**src/rtl/vec_issue_seq.sv**
```systemverilog
// ----------------------------------------------------------------------------
// vec_issue_seq
//
// Purpose
//    Sequencer that accepts one vector instruction at a time from the scalar
//    issue stage and replays it as a stream of element operations into a single
//    shared lane ALU.  While an instruction is in flight the scalar pipeline
//    is asked to stall.  Non-vector opcodes offered while idle are flagged as
//    illegal and dropped.
//
// Parameters
//    VL_MAX : maximum elements per vector instruction (2..15); longer requested
//             lengths are clamped to this value.
//    CNT_W  : width of the lane-backpressure cycle counter.
//
// Ports
//    clk_i          in   clock, all state on the rising edge
//    rst_i          in   asynchronous active-high reset
//    issue_valid_i  in   an instruction is offered
//    issue_ready_o  out  sequencer is idle and accepts an instruction
//    opcode_i       in   [6:0] major opcode (7'b1010111 = vector)
//    funct6_i       in   [5:0] vector operation select
//    vd_i/vs1_i/vs2_i in [4:0] destination / source register indices
//    vl_i           in   [3:0] requested vector length
//    lane_valid_o   out  element operation presented to the lane
//    lane_ready_i   in   lane accepts the presented element
//    lane_idx_o     out  [3:0] element index being presented
//    lane_op_o      out  [5:0] latched funct6
//    lane_vd_o/lane_vs1_o/lane_vs2_o out [4:0] latched register indices
//    stall_o        out  scalar-pipeline stall while busy
//    done_o         out  one-cycle pulse on instruction completion
//    illegal_o      out  one-cycle pulse after a non-vector opcode is offered
//    bp_cnt_o       out  [CNT_W-1:0] lane backpressure cycle count
//
// Configuration
//    VSEQ_BPCNT_EN : when defined, bp_cnt_o counts (saturating) every cycle an
//                    element is presented but not accepted.  When undefined
//                    bp_cnt_o is tied to zero and no counter is built.
// ----------------------------------------------------------------------------
module vec_issue_seq #(
   parameter int VL_MAX = 8,
   parameter int CNT_W  = 16
) (
   input  logic             clk_i,
   input  logic             rst_i,
   input  logic             issue_valid_i,
   output logic             issue_ready_o,
   input  logic [6:0]       opcode_i,
   input  logic [5:0]       funct6_i,
   input  logic [4:0]       vd_i,
   input  logic [4:0]       vs1_i,
   input  logic [4:0]       vs2_i,
   input  logic [3:0]       vl_i,
   output logic             lane_valid_o,
   input  logic             lane_ready_i,
   output logic [3:0]       lane_idx_o,
   output logic [5:0]       lane_op_o,
   output logic [4:0]       lane_vd_o,
   output logic [4:0]       lane_vs1_o,
   output logic [4:0]       lane_vs2_o,
   output logic             stall_o,
   output logic             done_o,
   output logic             illegal_o,
   output logic [CNT_W-1:0] bp_cnt_o
);

   localparam logic [6:0] OP_VECTOR = 7'b1010111;
   localparam logic [3:0] VL_MAX_C  = 4'(VL_MAX);

   typedef enum logic [1:0] {
      S_IDLE  = 2'd0,
      S_ISSUE = 2'd1,
      S_DONE  = 2'd2
   } state_t;

   // ------------------------------------------------------------------------
   // State and registered outputs
   // ------------------------------------------------------------------------
   state_t     state_q, state_d;
   logic [3:0] idx_q, idx_d;
   logic [3:0] vl_q, vl_d;
   logic [5:0] op_q, op_d;
   logic [4:0] vd_q, vd_d;
   logic [4:0] vs1_q, vs1_d;
   logic [4:0] vs2_q, vs2_d;
   logic       lane_valid_q, lane_valid_d;
   logic       done_q, done_d;
   logic       illegal_q, illegal_d;
   logic       stall_q, stall_d;
   logic       ready_q, ready_d;

   logic [3:0] vl_eff;
   logic       lane_hs;
   logic       last_elem;

   // Requested length clamped to the hardware maximum.
   assign vl_eff    = (vl_i > VL_MAX_C) ? VL_MAX_C : vl_i;
   assign lane_hs   = lane_valid_q & lane_ready_i;
   // vl_q is never zero while in S_ISSUE, so the subtraction cannot wrap there.
   assign last_elem = (idx_q == 4'(vl_q - 4'd1));

   always_comb begin
      state_d   = state_q;
      idx_d     = idx_q;
      vl_d      = vl_q;
      op_d      = op_q;
      vd_d      = vd_q;
      vs1_d     = vs1_q;
      vs2_d     = vs2_q;
      illegal_d = 1'b0;

      case (state_q)
         S_IDLE: begin
            if (issue_valid_i) begin
               if (opcode_i == OP_VECTOR) begin
                  op_d   = funct6_i;
                  vd_d   = vd_i;
                  vs1_d  = vs1_i;
                  vs2_d  = vs2_i;
                  vl_d   = vl_eff;
                  idx_d  = 4'd0;
                  // A zero-length instruction completes without touching the lane.
                  state_d = (vl_eff != 4'd0) ? S_ISSUE : S_DONE;
               end else begin
                  illegal_d = 1'b1;
               end
            end
         end

         S_ISSUE: begin
            // Without a handshake every lane field keeps its value, which gives
            // the lane stable inputs while it backpressures.
            if (lane_hs) begin
               idx_d = idx_q + 4'd1;
               if (last_elem) begin
                  state_d = S_DONE;
               end
            end
         end

         S_DONE: begin
            state_d = S_IDLE;
         end

         default: begin
            state_d = S_IDLE;
         end
      endcase

      // Outputs are a function of the next state so that they come straight
      // out of flops and line up with the state they describe.
      lane_valid_d = (state_d == S_ISSUE);
      done_d       = (state_d == S_DONE);
      stall_d      = (state_d != S_IDLE);
      ready_d      = (state_d == S_IDLE);
   end

   always_ff @(posedge clk_i or posedge rst_i) begin
      if (rst_i) begin
         state_q      <= S_IDLE;
         idx_q        <= 4'd0;
         vl_q         <= 4'd0;
         op_q         <= 6'd0;
         vd_q         <= 5'd0;
         vs1_q        <= 5'd0;
         vs2_q        <= 5'd0;
         lane_valid_q <= 1'b0;
         done_q       <= 1'b0;
         illegal_q    <= 1'b0;
         stall_q      <= 1'b0;
         ready_q      <= 1'b1;
      end else begin
         state_q      <= state_d;
         idx_q        <= idx_d;
         vl_q         <= vl_d;
         op_q         <= op_d;
         vd_q         <= vd_d;
         vs1_q        <= vs1_d;
         vs2_q        <= vs2_d;
         lane_valid_q <= lane_valid_d;
         done_q       <= done_d;
         illegal_q    <= illegal_d;
         stall_q      <= stall_d;
         ready_q      <= ready_d;
      end
   end

   assign issue_ready_o = ready_q;
   assign lane_valid_o  = lane_valid_q;
   assign lane_idx_o    = idx_q;
   assign lane_op_o     = op_q;
   assign lane_vd_o     = vd_q;
   assign lane_vs1_o    = vs1_q;
   assign lane_vs2_o    = vs2_q;
   assign stall_o       = stall_q;
   assign done_o        = done_q;
   assign illegal_o     = illegal_q;

   // ------------------------------------------------------------------------
   // Lane backpressure counter
   // ------------------------------------------------------------------------
`ifdef VSEQ_BPCNT_EN
   logic [CNT_W-1:0] bp_cnt_q, bp_cnt_d;

   always_comb begin
      bp_cnt_d = bp_cnt_q;
      // Saturate rather than wrap so a long-running count never reads small.
      if (lane_valid_q && !lane_ready_i && (bp_cnt_q != {CNT_W{1'b1}})) begin
         bp_cnt_d = bp_cnt_q + {{(CNT_W-1){1'b0}}, 1'b1};
      end
   end

   always_ff @(posedge clk_i or posedge rst_i) begin
      if (rst_i) begin
         bp_cnt_q <= '0;
      end else begin
         bp_cnt_q <= bp_cnt_d;
      end
   end

   assign bp_cnt_o = bp_cnt_q;
`else
   assign bp_cnt_o = '0;
`endif

endmodule

```
**config.mk**
```make
export PLATFORM = sky130hd
export DESIGN_NAME = vec_issue_seq
export DESIGN_NICKNAME = d
export VERILOG_FILES = /design/src/rtl/vec_issue_seq.sv
export SDC_FILE = /design/constraint.sdc
export NUM_CORES = 1
export LEC_CHECK = 0
export CORE_MARGIN = 1
export CORE_UTILIZATION = 36
export DETAILED_ROUTE_END_ITERATION = 8
export GPL_ROUTABILITY_DRIVEN = 1
export PLACE_DENSITY = 0.86
export SLEW_MARGIN = 40
export SYNTH_ARGS = -nofsm -noshare
export SYNTH_HDL_FRONTEND = slang
export SYNTH_SLANG_ARGS = --single-unit
```
**constraint.sdc**
```tcl
create_clock -name clk_i -period 2 [get_ports clk_i]
set_clock_uncertainty 0.2 [all_clocks]
set_input_delay 0.4 -clock clk_i [delete_from_list [all_inputs] [get_ports clk_i]]
set_output_delay 0.4 -clock clk_i [all_outputs]
set_load 0.01 [all_outputs]
```
**Yosys cells after proc, flatten, opt, wreduce, memory -nomap -nowiden**

Index checks and enable logic that the tools add are counted.

- Bits of input ports: 36
- Register bits after elaboration: 36
- Output and inout bits: 46
- Word-level logic and storage cells: 45

- Equality and inequality tests: 8
- $lt $le $gt $ge: 1
- Reduce and logical (&&, ||, !) cells: 7
- Add/subtract/negate cells: 2
- Multiplexer cells: 14
- Bitwise operators: 1

Operators by type and width:

| cell | number |
|---|---|
| 4-bit two-way mux | 4 |
| 2-bit two-way mux | 5 |
| 4-bit case mux with 2 select lines | 1 |
| 7-bit == test, second input constant | 1 |
| 2-bit != test, second input constant | 3 |
| 4-bit by 1-bit adder with 4-bit output, second input constant | 1 |
| 2-bit by 1-bit == test with 1-bit output, second input constant | 2 |
| 4-bit == test | 1 |
| 4-bit greater-than comparator, second input constant | 1 |
| 2-bit zero test | 2 |
| 2-bit case mux with 2 select lines | 1 |
| 4-bit AND reduction | 1 |
| 2-bit nonzero test | 2 |
| 4-bit nonzero test | 1 |
| 4-bit by 1-bit subtractor with 4-bit output, second input constant | 1 |
| 1-bit two-way mux | 3 |
| 3-bit AND reduction | 1 |
| 2-bit == test, second input constant | 1 |
| 1-bit bitwise AND | 1 |

**Depth between registers and ports, before layout**

Gate-level depths: netlist of the first run.

- Depth in word-level cells: 8
- Mapped depth: 6
- Mapped depth without buffers: 6

**Worst setup path before layout of the first run**

No wires, ideal clock.

- Kind: register -> register
- Start: reg state_q[0]
- End: reg op_q[0], in the netlist lane_op_o[0]
- Required time: 1,675 ps
- Buffers on the path: 1
- Stages on the path, launching flop included: 5
- Arrival: 1,767 ps
- Setup time: 125 ps
- Path slack: -92 ps
- Clock period less this slack: 2,092 ps
- Cell sequence: dfrtp_1 > or3b_4 > nor4_4 > buf_6 > mux2_2

- Longest elaborated chain between the ends: 2

Ends and longest elaborated chain:

| element | RTL line | source |
|---|---|---|
| start: declaration | 79 | `state_t state_q, state_d;` |
| start signal: assignment | 173 | `state_q <= state_d;` |
| 2-bit zero test | 112 | `case (state_q)` |
| 3-bit AND reduction (no source line) | - |  |
| end signal: assignment | 176 | `op_q <= op_d;` |
| end: declaration | 82 | `logic [5:0] op_q, op_d;` |

No other way between the ends.
A chain may end at the register's enable or synchronous reset.

**Final worst setup path of the first run**

- Start: reg state_q[1]
- End: reg vs1_q[4], in the netlist lane_vs1_o[4]

- Longest elaborated chain between the ends: 2

Ends and longest elaborated chain:

| element | RTL line | source |
|---|---|---|
| 2-bit zero test | 112 |  |
| 3-bit AND reduction (no source line) | - |  |
| end signal: assignment | 178 | `vs1_q <= vs1_d;` |
| end: declaration | 84 | `logic [4:0] vs1_q, vs1_d;` |

No other way between the ends.

==> reports/qor.yml, run 1 <==
status: "complete, but fails checks"
violations: "setup timing"
holdCritPathClass: "primary input to async pin"
crit_fanout: 7
final_max_slew_viol_count: 0
post-route-period-util_pct: 101.1
ir_worst_vdd_v: 0.0004475
gp_congestion: 0.7380
cts.path.max_buffers: 2
wire_per_inst_um: 13.73
io_pins: 82
multi_input_area_um2: 674.4
dp_hpwl_um: 2331
reg2reg_depth: 6
clk_latency_ns: 0.29
cts_hold_buf: 0
drive_gt1_share_pct: 23.00
seq_area_frac_synth_pct: 54.17
start_util_pct: 37.73
fin_nets: 250
h-tree-depth: 2
r2r_slack_ns: -0.02
num_antenna_cells: 0
syn_avg_cell_area_um2: 12.91
p_per_area_mw_per_mm2: 701.0
cts-root-buf: "clkbuf_8"
via_count: 1233
ys_types: 31
finalHoldViolCount: 0
drtPass1Iterations: 3
drt_iter0_drc: 52
antenna_found_initial: 0
portBuffers: 65
syn_to_final_growth_pct: 55.15
rsz0062_at_grt: "yes"
grt_pass1_vias: 1318
p_leak_nw: 1.204
seqCellArea_um2: 903.4
cts_buffers: 5
tritoncts: "yes"
place_ws_ns: -0.5302
drc: 0
die_w_um: 70.02
syn_area_mm2: 0.001665
die_area_mm2: 0.004902
p_total_w: 0.001811
vias_per_cell: 4.653
r2r-start: "state_q[1]"
grt_pass1_wl_um: 6161
max_freq_mhz: 494.8
critical_path_required_ns: 1.97
die_h_um: 70.02
nFillCells: 383
finalCriticalPeriod_ns: 2.021
reg2reg_to: "lane_vs1_o[4]"
drt_wl_total_um: 3638
yosys_register_bits: 36
ys.warnings.count: 0
fin_ws_ns: -0.02116
cp-start-kind: "flip-flop"
numClockSinks: 36
syn_inst: 129
final_antenna_net_count: 0
grt_max_degree: 37
drv_cap: 0
rows: 24
grt_usage_pct: 16.18
design.core.area_mm2: 0.004414
critical_path_arrival_ns: 1.99
setup_viol: 7
fin_setup_tns_ns: -0.09753
grt.overflow.total: 0
path_class: "flip-flop to flip-flop"
clk_pin_slew_ns: 0.07
end_kind: "flip-flop"
## logic make-up after synthesis
kind of cell / Yosys count / synth area share (%)
xor gates and xnor gates: 7 / 4.583
adders and majority gates: 2 / 1.502
and+or+nand+nor: 23 / 8.865
DFF: 36 / 54.17
muxes: 23 / 15.48
other: 1 / 0.2252
AOI/OAI and AO/OA: 11 / 4.734
buffers and inverters: 26 / 10.44
## cells in the final DEF (no fill, tap or decap)
cell type,instances
a221o_1,1
a31oi_1,1
a32o_1,2
a32oi_1,1
and4b_1,1
buf_12,4
buf_4,9
buf_6,2
clkbuf_1,1
clkbuf_8,7
clkdlybuf4s50_1,60
conb_1,16
dfrtp_1,34
dfrtp_2,1
dfstp_2,1
dlygate4sd2_1,5
ha_1,2
inv_1,7
mux2_1,1
mux2_2,18
mux2_4,3
mux2i_1,1
nand2_1,3
nand2_2,1
nand3b_1,3
nand4_1,1
nand4b_1,1
nor2_1,6
nor3_1,2
nor4_1,1
nor4_4,2
o21ai_0,4
o21ai_1,1
o2bb2ai_1,1
or3b_4,1
or4_1,1
xnor2_1,3
xor2_1,3
xor3_1,1
## where the power goes
group	internal (W)	switching, W
Sequential	0.000798	0.0000475
Combinational	0.000241	0.000158
Clock	0.000314	0.000253
Total	0.00135	0.000458
## Yosys cell counts
| cell | instances | share of area (%) |
|---|---|---|
| a221o_1 | 1 | 0.60 |
| a31oi_1 | 1 | 0.38 |
| a32o_1 | 2 | 1.2 |
| a32oi_1 | 1 | 0.53 |
| and4b_1 | 1 | 0.60 |
| buf_2 | 1 | 0.30 |
| buf_4 | 16 | 7.2 |
| buf_6 | 2 | 1.4 |
| conb_1 | 1 | 0.23 |
| dfrtp_1 | 35 | 53 |
| dfstp_2 | 1 | 1.6 |
| ha_1 | 2 | 1.5 |
| inv_1 | 7 | 1.6 |
| mux2_1 | 1 | 0.68 |
| mux2_2 | 21 | 14 |
| mux2i_1 | 1 | 0.60 |
| nand2_1 | 4 | 0.90 |
| nand3b_1 | 3 | 1.4 |
| nand4_1 | 1 | 0.38 |
| nand4b_1 | 1 | 0.53 |
| nor2_1 | 6 | 1.4 |
| nor3_1 | 2 | 0.60 |
| nor4_1 | 2 | 0.75 |
| nor4_4 | 1 | 1.3 |
| o21ai_0 | 5 | 1.5 |
| o2bb2ai_1 | 1 | 0.53 |
| or3b_4 | 1 | 0.68 |
| or4_1 | 1 | 0.45 |
| xnor2_1 | 3 | 1.6 |
| xor2_1 | 3 | 1.6 |
| xor3_1 | 1 | 1.4 |
## flip-flops by register name, indices dropped and copies added (netlist names)
name / flops
lane_op_o: 6
lane_vd_o: 5
lane_vs1_o: 5
lane_vs2_o: 5
lane_idx_o: 4
vl_q: 4
state_q: 2
done_o: 1
illegal_o: 1
issue_ready_o: 1
lane_valid_o: 1
stall_o: 1
## worst max-delay path by stage
| stage | start | endpoint | slack, ns | depth (start not counted) |
|---|---|---|---|---|
| floorplan | state_q[0] | lane_op_o[0] | -0.09 | 4 |
| global placement | issue_valid_i | lane_vd_o[1] | -0.50 | 5 |
| detailed placement | issue_valid_i | lane_vs2_o[3] | -0.53 | 5 |
| CTS | state_q[1] | lane_vs1_o[1] | -0.0003 | 6 |
| global route | state_q[1] | lane_op_o[5] | -0.08 | 6 |
| finish | state_q[1] | lane_vs1_o[4] | -0.02 | 6 |
## through the flow
stage          instances  hold slack, ns  utilization, %  area [µm²]
4_1_cts              267          0.2501           59.30        2618
6_report             265          0.2468           58.53        2584
2_1_floorplan        144          0.3010               -        1722
3_3_place_gp         251          0.2841           53.97        2382
3_5_place_dp         251          0.2789           53.97        2382
5_1_grt              265          0.2715           58.53        2584
## layout make-up
cell class	count	area share, %
timing repair buffer	80	31.53
sequential	36	34.96
multi-input combinational	82	26.10
clock buffer	8	3.874
inverter	7	1.017
tap	52	2.518
## critical path, cell delays in order, from the launching register on
cell,delay (ns)
dfrtp_1,0.39
or3b_4,0.42
nor4_4,0.16
buf_4,0.19
buf_12,0.11
buf_12,0.11
mux2_2,0.33
## per-layer routing
metal,global-route usage (%),wire length [µm],vias to the layer above
met5,0,0,-
met4,5.333,48,0
met3,4.185,148,6
met2,28.10,1975,40
met1,19.46,1465,604
li1,-,-,583
## repair_timing
action	CTS	global route
resized for setup	8	7
pin swaps	3	0
endpoints found under the setup margin	32	29
gates cloned	3	0
buffers inserted	5	0
(Power assumes the default switching activity.)
==> run 2, diff against run 1 <==
CORE_UTILIZATION = 43   (was 36)
PLACE_DENSITY = 0.95   (was 0.86)
clock period = 2.49 ns   (was 2 ns; I/O delays follow)
==> run 2 against run 1 <==
Against the previous run: the flow now finishes without violations; power is 23% lower; count of clock-buffer cells in the layout stayed put; final area is 6.7% lower; worst setup slack better by 0.15 ns; register-to-register slack better by 0.39 ns; first-iteration DRC count is 35% higher; sequential share of layout area is 2.5 points higher; non-clock buffer count is 12 lower.
==> reports/qor.yml, run 2 (synthesized netlist as in run 1, its figures left out) <==
grt.overflow.total: 0  # unchanged
gp_congestion: 0.7452  # +0.98%
h-tree-depth: 2  # unchanged
layout_common_cells: "clkdlybuf4s50_1, dfrtp_1, mux2_2, conb_1, inv_1"
via_count: 1198  # -2.8%
cts-root-buf: "clkbuf_8"
ir_worst_vdd_v: 0.0003205  # -28%
cts_hold_buf: 0  # unchanged
numClockSinks: 36  # unchanged
critical_path_arrival_ns: 2.37  # +0.38 ns
antenna_found_initial: 0  # unchanged
post-cts-setup-buffer-count: 0  # -5
clk_pin_slew_ns: 0.07  # about the same
seqCellArea_um2: 902.1  # -0.14%
drv_cap: 0  # unchanged
nFillCells: 301  # -21%
die_area_mm2: 0.004125  # -16%
drive_gt1_share_pct: 16.42  # -6.6 points
drt_iter0_drc: 70  # +35%
tritoncts: "yes"
end_kind: "flip-flop"
holdCritPathClass: "flip-flop to flip-flop"
fin_nets: 238  # -4.8%
grt_usage_pct: 19.36  # +3.2 points
p_leak_nw: 1.113  # -7.6%
rows: 22  # -8.3%
num_antenna_cells: 0  # unchanged
dp_hpwl_um: 2485  # +6.6%
die_w_um: 64.23  # -8.3%
crit_fanout: 26  # +19
largest_reg_flops: 6  # unchanged
drtPass1Iterations: 4  # +1
drc: 0  # unchanged
final_antenna_net_count: 0  # unchanged
grt_pass1_wl_um: 6003  # -2.6%
final_util_pct: 65.33  # +6.8 points
post-route-period-util_pct: 94.80
cts_buffers: 5  # unchanged
grt_max_degree: 37  # unchanged
die_h_um: 64.23  # -8.3%
critical_path_required_ns: 2.50  # +0.53 ns
finalHoldViolCount: 0  # unchanged
final_max_slew_viol_count: 0  # unchanged
fin_setup_tns_ns: 0  # +0.09753 ns
multi_input_area_um2: 645.6  # -4.3%
portBuffers: 65  # unchanged
place_inst: 241  # -4.0%
vias_per_cell: 4.811  # +3.4%
cts.path.max_buffers: 2  # unchanged
start_util_pct: 45.15  # +7.4 points
layout.cells.non_filler: 249  # -6.0%
rsz0062_at_grt: "no"
clk_latency_ns: 0.28  # about the same
finalCriticalPeriod_ns: 2.361
mostFrequentLayoutCell: "clkdlybuf4s50_1"
p_total_w: 0.001392  # -23%
max_freq_mhz: 423.6
cts_resized: 0  # -8
drt_wl_total_um: 3371  # -7.3%
status: "completed"
setup_viol: 0  # -7
design.core.area_mm2: 0.003689  # -16%
syn_to_final_growth_pct: 44.70
grt_pass1_vias: 1346  # +2.1%
cp-start-kind: "primary input"
wire_per_inst_um: 13.54  # -1.4%
p_per_area_mw_per_mm2: 577.7  # -18%
path_class: "primary input to flip-flop"
io_pins: 82  # unchanged
-- run 2: changes by cell type in the layout (fill, tap and decap cells not counted), moves of 2 or more --
cell,previous run,this run
mux2_4,3,0
buf_4,9,2
buf_6,2,0
clkdlybuf4s50_1,60,65
buf_12,4,1
mux2_2,18,21
dlygate4sd2_1,5,0
-- run 2: report_power, final --
group,switching (W),total (W),internal (W)
registers,0.0000415,0.000681,0.000640
logic,0.000110,0.000290,0.000180
clock network,0.000195,0.000420,0.000226
-- run 2: final timing paths --
kind                       cells after the start          start  slack, ns            end
max                                            7  issue_valid_i       0.13         done_o
min                                            1  lane_vs2_o[2]       0.30  lane_vs2_o[2]
max reg2reg                                    6     state_q[0]       0.37         done_o
min reg2reg                                    1  lane_vs2_o[2]       0.30  lane_vs2_o[2]
max in group asynchronous                      3          rst_i       1.33  issue_ready_o
min in group asynchronous                      3          rst_i       0.43   lane_op_o[4]
-- run 2: critical path: stages --
cell and delay (ns):
clkdlybuf4s50_1 0.50, or3b_4 0.41, nor4_4 0.32, buf_12 0.22
buf_4 0.18, a32oi_1 0.09, nor2_1 0.14
-- run 2: per-layer routing --
| metal | share of wire (%) | up-vias | track usage (%) |
|---|---|---|---|
| met2 | 56 | 54 | 35.37 |
| met3 | 6.5 | 2 | 7.321 |
| met1 | 37 | 584 | 20.57 |
| li1 | - | 558 | - |
| met5 | 0 | - | 0 |
| met4 | 0.30 | 0 | 5.556 |
-- run 2: final cells by class --
| class | instances | area share, % |
|---|---|---|
| Multi-Input combinational cell | 82 | 26.79 |
| Clock buffer | 8 | 3.738 |
| Timing Repair Buffer | 68 | 28.45 |
| Sequential cell | 36 | 37.44 |
| Inverter | 7 | 1.090 |
| Tap cell | 48 | 2.492 |
-- run 2: per-stage QoR --
step / setup WS [ns] / hold WS (ns) / cell area, µm²
floorplan: 0.3475 / 0.3010 / 1722
global placement: -0.09744 / 0.2735 / 2320
detailed placement: -0.1401 / 0.2914 / 2320
CTS: 0.1434 / 0.3082 / 2410
global route: 0.05217 / 0.3316 / 2410
finish: 0.1295 / 0.3049 / 2410
==> run 3, diff against run 2 <==
CTS_CLUSTER_DIAMETER = 120   (was not set)
==> results of run 3 <==
Final layout, timing and power as in run 2 (identical DEF).
